File: src/rtl/det_elim_scheduler.sv
// Gaussian-elimination op sequencer for the 32x32 matrix RAM.
// Issues (k,i,j) update ops and pivot events with a per-pivot barrier.
module det_elim_scheduler #(
  parameter int MAX_OUTSTANDING = 8,
  parameter int CNT_W           = 4
) (
  input  logic       clk,
  input  logic       reset,
  input  logic       start,
  input  logic [5:0] mxsize,
  output logic       busy,
  output logic       done,
  output logic       op_valid,
  input  logic       op_ready,
  output logic [4:0] op_k,
  output logic [4:0] op_row,
  output logic [4:0] op_col,
  output logic [9:0] op_addr,
  output logic       op_last,
  input  logic       wb_done,
  output logic       piv_valid,
  output logic [4:0] piv_k,
  output logic [9:0] piv_addr,
  output logic       err_underflow
);

  typedef enum logic [1:0] {
    S_IDLE,
    S_ISSUE,
    S_DRAIN,
    S_FINISH
  } state_t;

  state_t           r_state;
  state_t           w_nxt;
  logic [5:0]       r_n;
  logic [4:0]       r_k;
  logic [4:0]       r_i;
  logic [4:0]       r_j;
  logic             r_first;
  logic [CNT_W-1:0] r_out;
  logic             r_err;

  logic [5:0] w_n_cap;
  logic [5:0] w_nm1;
  logic       w_acc;
  logic       w_room;
  logic       w_j_at_k;
  logic       w_last_row;
  logic       w_k_end;
  logic       w_drain_ok;

  assign w_n_cap    = (mxsize > 6'd32) ? 6'd32 : mxsize;
  assign w_nm1      = r_n - 6'd1;
  assign w_room     = r_out < CNT_W'(MAX_OUTSTANDING);
  assign w_acc      = op_valid && op_ready;
  assign w_j_at_k   = (r_j == r_k);
  assign w_last_row = ({1'b0, r_i} == w_nm1);
  assign w_k_end    = ({1'b0, r_k} == (r_n - 6'd2));
  assign w_drain_ok = (r_out == '0) && !wb_done;

  assign op_k          = r_k;
  assign op_row        = r_i;
  assign op_col        = r_j;
  assign op_addr       = {r_i, r_j};
  assign op_last       = w_j_at_k;
  assign piv_addr      = {piv_k, piv_k};
  assign err_underflow = r_err;

  always_ff @(posedge clk) begin
    if (reset) r_state <= S_IDLE;
    else       r_state <= w_nxt;
  end

  always_comb begin
    w_nxt = r_state;
    unique case (r_state)
      S_IDLE: begin
        if (start)
          w_nxt = (w_n_cap < 6'd2) ? S_FINISH : S_ISSUE;
      end
      S_ISSUE: begin
        if (w_acc && w_j_at_k && w_last_row)
          w_nxt = S_DRAIN;
      end
      S_DRAIN: begin
        if (w_drain_ok)
          w_nxt = w_k_end ? S_FINISH : S_ISSUE;
      end
      S_FINISH: w_nxt = S_IDLE;
      default:  w_nxt = S_IDLE;
    endcase
  end

  always_comb begin
    busy      = 1'b0;
    done      = 1'b0;
    op_valid  = 1'b0;
    piv_valid = 1'b0;
    piv_k     = r_k;
    unique case (r_state)
      S_ISSUE: begin
        busy      = 1'b1;
        op_valid  = w_room;
        piv_valid = r_first;
      end
      S_DRAIN: busy = 1'b1;
      S_FINISH: begin
        done      = 1'b1;
        piv_valid = (r_n != 6'd0);
        piv_k     = w_nm1[4:0];
      end
      default: ;
    endcase
  end

  // Columns walk right-to-left so A[i][k] is the last element rewritten.
  always_ff @(posedge clk) begin
    if (reset) begin
      r_n     <= '0;
      r_k     <= '0;
      r_i     <= '0;
      r_j     <= '0;
      r_first <= 1'b0;
    end else begin
      unique case (r_state)
        S_IDLE: begin
          if (start) begin
            r_n     <= w_n_cap;
            r_k     <= '0;
            r_i     <= 5'd1;
            r_j     <= w_n_cap[4:0] - 5'd1;
            r_first <= 1'b1;
          end
        end
        S_ISSUE: begin
          r_first <= 1'b0;
          if (w_acc) begin
            if (!w_j_at_k) begin
              r_j <= r_j - 5'd1;
            end else if (!w_last_row) begin
              r_i <= r_i + 5'd1;
              r_j <= w_nm1[4:0];
            end
          end
        end
        S_DRAIN: begin
          if (w_drain_ok && !w_k_end) begin
            r_k     <= r_k + 5'd1;
            r_i     <= r_k + 5'd2;
            r_j     <= w_nm1[4:0];
            r_first <= 1'b1;
          end
        end
        default: ;
      endcase
    end
  end

  always_ff @(posedge clk) begin
    if (reset) begin
      r_out <= '0;
      r_err <= 1'b0;
    end else begin
      unique case ({w_acc, wb_done})
        2'b10: r_out <= r_out + 1'b1;
        2'b01: begin
          if (r_out == '0) r_err <= 1'b1;
          else             r_out <= r_out - 1'b1;
        end
        2'b11: begin
          if (r_out == '0) r_err <= 1'b1;
        end
        default: ;
      endcase
    end
  end

endmodule

File: config.mk
export PLATFORM = sky130hd
export DESIGN_NAME = det_elim_scheduler
export DESIGN_NICKNAME = d
export VERILOG_FILES = /design/src/rtl/det_elim_scheduler.sv
export SDC_FILE = /design/constraint.sdc
export NUM_CORES = 1
export LEC_CHECK = 0
export ABC_AREA = 1
export CAP_MARGIN = 20
export CELL_PAD_IN_SITES_DETAIL_PLACEMENT = 1
export CELL_PAD_IN_SITES_GLOBAL_PLACEMENT = 1
export CORE_ASPECT_RATIO = 1.1
export CORE_MARGIN = 2
export CORE_UTILIZATION = 38
export DETAILED_ROUTE_END_ITERATION = 10
export PLACE_DENSITY = 0.93
export SYNTH_ARGS = -nofsm -noshare
export SYNTH_HDL_FRONTEND = slang
export SYNTH_SLANG_ARGS = --single-unit
File: constraint.sdc
create_clock -name clk -period 4.8 [get_ports clk]
set_input_delay 0.96 -clock clk [delete_from_list [all_inputs] [get_ports clk]]
set_output_delay 0.96 -clock clk [all_outputs]
set_load 0.02 [all_outputs]
==> results of run 1 <==
-- cell families (layout without fill, tap and decap cells) --
kind of cell	Yosys count	in the layout	share of synthesized area
compound gates	61	61	0.126
fa+ha+maj	17	17	0.0827
flops	29	29	0.218
buf+inv	78	112	0.142
xor+xnor	9	9	0.0296
simple gates	257	257	0.402
-- power groups by stage --
| stage | clock network, mW | registers [mW] | logic (mW) |
|---|---|---|---|
| floorplan | 0 | 0.414 | 0.912 |
| global placement | 0 | 0.404 | 1.29 |
| detailed placement | 0 | 0.409 | 1.35 |
| CTS | 0.276 | 0.404 | 1.37 |
| global route | 0.286 | 0.418 | 1.52 |
| finish | 0.275 | 0.407 | 1.37 |
-- worst register-to-register path, stage by stage (launching register included) --
cell     delay [ps]
dfxtp_1         340
inv_1           130
ha_1            560
inv_2           180
nor2_1          190
nand2_1         150
nand2_1         190
inv_2            80
ha_1            320
a21oi_1         140
nand2_1          70
o21ai_0         220
nand3_1         100
nand2_1          70
nor2_1           50
-- metal layers --
| layer | up-vias | global-route usage | routed length (um) |
|---|---|---|---|
| li1 | 1487 | - | - |
| met4 | 0 | 0.116 | 332 |
| met5 | - | 0 | 0 |
| met2 | 111 | 0.467 | 5080 |
| met3 | 27 | 0.0378 | 407 |
| met1 | 1470 | 0.288 | 3780 |
-- flip-flops by register name (all words and copies together) (netlist names) --
name / cells
r_n: 6
op_col: 5
op_k: 5
op_row: 5
r_out: 4
r_state: 2
err_underflow: 1
r_first: 1
-- cell usage after synthesis (6+ instances only) --
master,n
nand4_1,8
clkbuf_1,6
nand2_1,141
ha_1,16
xor2_1,8
dfxtp_1,29
inv_2,8
buf_4,22
inv_1,38
o21ai_0,23
nor2_1,61
nand3_1,38
a21oi_1,28
-- path summary, 6_finish.rpt --
check	start	end	slack (ps)	depth (start not counted)
hold / removal	err_underflow	err_underflow	460	2
setup / recovery	r_n[1]	piv_addr[8]	1230	7
setup reg to reg	r_state[1]	r_out[3]	1930	14
hold reg to reg	err_underflow	err_underflow	460	2
-- metrics by stage --
step	worst slack (ps)	hold WS (ps)	instances
after floorplan	2000	488	451
after detailed placement	1600	452	562
after CTS	1260	463	570
after global routing	1070	503	570
after global placement	1700	442	562
final	1230	456	570
-- area by class of cell --
type	instances	area share
Multi-Input combinational cell	344	0.525
Clock inverter	3	0.0143
Clock buffer	5	0.0212
Timing Repair Buffer	56	0.173
Sequential cell	29	0.179
Tap cell	85	0.0328
Inverter	48	0.0555
==> flow_metrics.tcl, run 1 <==
set metrics [dict create \
    synth.top_cell.area_share 0.218 \
    ant_nets 0 \
    worst-setup-path-type "reg2out" \
    fmax_mhz 280 \
    worstMarginPinSlew_ps 775 \
    fin_crit_ps 3570 \
    ir_drop_v 0.000324 \
    syn_inst 451 \
    cts_buffers 5 \
    antenna_cells 0 \
    grt_pass1_vias 3227 \
    fin_util 0.471 \
    drt-total-wl_um 9590 \
    cts_tree "built" \
    ys_seq_area_frac 0.218 \
    wl_per_cell_um 16.8 \
    cp_top_family "buffers and inverters" \
    p_int_mw 0.945 \
    worstPathCellList "inv_1 > ha_1 > nand2_1 > nand2_1 > nand2_1 > o21ai_0 > clkdlybuf4s50_1" \
    syn-num-nets 479 \
    worst-path-buf-inv 2 \
    grt_pass1_wl_um 15600 \
    cts_num_sinks 29 \
    drv_cap 0 \
    crit_required_ps 3840 \
    die_w_um 83.8 \
    clkPwrFrac 0.134 \
    p_total_mw 2.06 \
    drive_gt1_frac 0.0515 \
    multiInputGateArea_um2 1700 \
    switching_power_mw 1.11 \
    clk_pin_slew_ps 80 \
    drc 0 \
    yosys-top-cells-area "dfxtp_1 22%, nand2_1 20%, nor2_1 8.6%" \
    design_area_um2 3250 \
    die_area_um2 7690 \
    cts_root_buffer "clkbuf_8" \
    ios 57 \
    finalSetupViolations 0 \
    final_common_cell "nand2_1" \
    post_cts_buffers 0 \
    synth_flop_cell "dfxtp_1" \
    fin_crit_sh 0.743 \
    combPwrFrac 0.668 \
    p_seq_frac 0.198 \
    overflow 0 \
    detail_route.first_pass.iterations 4 \
    antenna_found_initial 0 \
    slowest_stage "clkdlybuf4s50_1" \
    synth_top_area_cell "dfxtp_1" \
    rsz0062_at_grt "no" \
    core-area_um2 6890 \
    swShare 0.540 \
    dr_total_vias 3095 \
    cp_slowest_stage_delay_ps 690 \
    yosysWarnings 0 \
    crit_top_cell "nand2_1" \
    grt_max_degree 23 \
    floorplan.rows 32 \
    io_buffers 56 \
    relSlewSlack 0.483 \
    p_leak_nw 1.48 \
    hold_viol_final 0 \
    ys_async_sr_fraction 0 \
    hold_class "reg2reg" \
    outcome "complete, no violations" \
    dp_hpwl_um 7300 \
    startpoint_type "flip-flop" \
    grt_use_total 0.254 \
    syn_to_final_growth_pct 22.0 \
    cts_resized 0 \
    skew_ps 8.30 \
    ys_seq_elements 29 \
    crit_fanout 8 \
    final_cell_mix "141 x nand2_1, 61 x nor2_1, 56 x clkdlybuf4s50_1, 38 x inv_1, 38 x nand3_1" \
    power_density_nw_per_um2 634 \
    syn_area_um2 2660 \
    register_area_um2 581 \
    routabilityCongestion 0.932 \
    synth-edff-count 0 \
    ys_types 31 \
    clockBufferDepth 2 \
    cts_hold_buf 0 \
    maxSlewViolCount 0 \
    cp.arrival_ps 2610 \
    tns_ps 0 \
    synth.avg_cell_area_um2 5.90 \
    start_util 0.386 \
    fillers 945 \
    htree_levels 2 \
    clock_latency_ps 300 \
    placedInstanceArea_um2 3130 \
    end_kind "primary output" \
    viasPerCell 5.43 \
    final_nets 512 \
    die_h_um 91.8 \
    drtIter0Drc 188 \
]
(Power assumes the default switching activity.)
==> inputs of run 2 (changes only) <==
--- a/config.mk
+++ b/config.mk
@@ -11,9 +11,9 @@
 export CELL_PAD_IN_SITES_GLOBAL_PLACEMENT = 1
 export CORE_ASPECT_RATIO = 1.1
 export CORE_MARGIN = 2
-export CORE_UTILIZATION = 38
+export CORE_UTILIZATION = 32
 export DETAILED_ROUTE_END_ITERATION = 10
-export PLACE_DENSITY = 0.93
+export PLACE_DENSITY = 0.84
 export SYNTH_ARGS = -nofsm -noshare
 export SYNTH_HDL_FRONTEND = slang
 export SYNTH_SLANG_ARGS = --single-unit
==> constraint.sdc (replaced) <==
create_clock -name clk -period 3.27 [get_ports clk]
set_input_delay 0.654 -clock clk [delete_from_list [all_inputs] [get_ports clk]]
set_output_delay 0.654 -clock clk [all_outputs]
set_load 0.02 [all_outputs]
==> run 2 against run 1 <==
Global-route usage shrank 4.5 points. Sequential power grew 43%. Via count shrank 2.5%. Critical path type unchanged. Worst setup slack lost 1000 ps. Cell area grew 2.8%. Non-clock buffer count grew 8.
==> flow_metrics.tcl, run 2 (synthesis gave the netlist of run 1 again) <==
set metrics [dict create \
    crit_fanout 7 \
    cts_buffers 5 \
    dp_hpwl_um 7340 \
    worstMarginPinSlew_ps 554 \
    cp.arrival_ps 2410 \
    io_buffers 56 \
    fmax_mhz 327 \
    largest_reg_flops 6 \
    cts_tree "built" \
    final_nets 520 \
    final_common_cell "nand2_1" \
    overflow 0 \
    die_w_um 91.0 \
    drc 0 \
    hold_class "reg2reg" \
    wl_per_cell_um 15.5 \
    fin_crit_sh 0.937 \
    drv_cap 0 \
    fillers 1127 \
    ant_nets 0 \
    p_leak_nw 1.52 \
    rsz0062_at_grt "no" \
    die_area_um2 9060 \
    grt_max_degree 19 \
    final_cell_mix "141 x nand2_1, 61 x nor2_1, 56 x clkdlybuf4s50_1, 38 x inv_1, 38 x nand3_1" \
    hold_ws_ps 454 \
    p_total_mw 2.99 \
    antenna_cells 0 \
    relSlewSlack 0.630 \
    clockBufferDepth 2 \
    ir_drop_v 0.000340 \
    startpoint_type "flip-flop" \
    tns_ps 0 \
    finalNonFillerCells 601 \
    core-area_um2 8000 \
    crit_required_ps 2620 \
    drive_gt1_frac 0.0649 \
    hold_viol_final 0 \
    skew_ps 13.0 \
    clk_pin_slew_ps 80 \
    worst-setup-path-type "reg2out" \
    maxSlewViolCount 0 \
    grt_pass1_vias 3059 \
    dp.cells 593 \
    dr_total_vias 3017 \
    viasPerCell 5.02 \
    ios 57 \
    end_kind "primary output" \
    htree_levels 2 \
    detail_route.first_pass.iterations 4 \
    fin_crit_ps 3060 \
    power_density_nw_per_um2 897 \
    regMostFlops "r_n" \
    routabilityCongestion 0.960 \
    start_util 0.333 \
    drtIter0Drc 117 \
    outcome "complete, no violations" \
    cts_num_sinks 29 \
    clock_latency_ps 300 \
    finalSetupViolations 0 \
    drt-total-wl_um 9300 \
    antenna_found_initial 0 \
    cts_root_buffer "clkbuf_8" \
    fin_util 0.417 \
    die_h_um 99.6 \
    floorplan.rows 34 \
    grt_use_total 0.210 \
    syn_to_final_growth_pct 25.3 \
    grt_pass1_wl_um 15200 \
    post_cts_buffers 0 \
]
[run 2: metrics by stage]
| stage | cell area [um2] | setup slack, ps |
|---|---|---|
| 2_1_floorplan | 2660 | 773 |
| 4_1_cts | 3340 | 111 |
| 5_1_grt | 3340 | 13.8 |
| 3_3_place_gp | 3220 | 490 |
| 6_report | 3340 | 208 |
| 3_5_place_dp | 3220 | 432 |
[run 2: layer usage]
layer	track usage	routed length, um
met5	0	0
met1	0.257	4170
met4	0.108	305
met2	0.352	4360
met3	0.0371	468
[run 2: repair_timing]
| action | CTS | global route |
|---|---|---|
| hold buffers | 0 | 0 |
| gates resized for setup | 0 | 2 |
| setup endpoints to repair | 0 | 6 |
[run 2: power breakdown]
group	internal (mW)	switching (mW)
combinational	0.716	1.29
clock	0.248	0.154
sequential	0.454	0.130
total	1.42	1.57
[run 2: path summary, 6_finish.rpt]
| path | from | end | slack, ps | depth (start not counted) |
|---|---|---|---|---|
| max | r_n[0] | piv_addr[9] | 210 | 6 |
| min | err_underflow | err_underflow | 450 | 2 |
| max reg2reg | r_n[0] | op_col[1] | 920 | 14 |
| min reg2reg | err_underflow | err_underflow | 450 | 2 |
[run 2: layout make-up]
| type | instances | area (um2) | share of cell area |
|---|---|---|---|
| inverters | 48 | 180 | 0.0540 |
| flip-flops and latches | 29 | 581 | 0.174 |
| clock buffers | 7 | 86.3 | 0.0259 |
| multi-input cells | 344 | 1700 | 0.511 |
| clock inverters | 1 | 30.0 | 0.00900 |
| well taps | 108 | 135 | 0.0405 |
| repair buffers | 64 | 621 | 0.186 |
[run 2: critical path, cell delays in order (launching register included)]
cell and delay, ps:
dfxtp_1 530, inv_2 130, ha_1 270, nand3_1 160, nand2_1 150, o21ai_1 230, clkdlybuf4s50_1 650
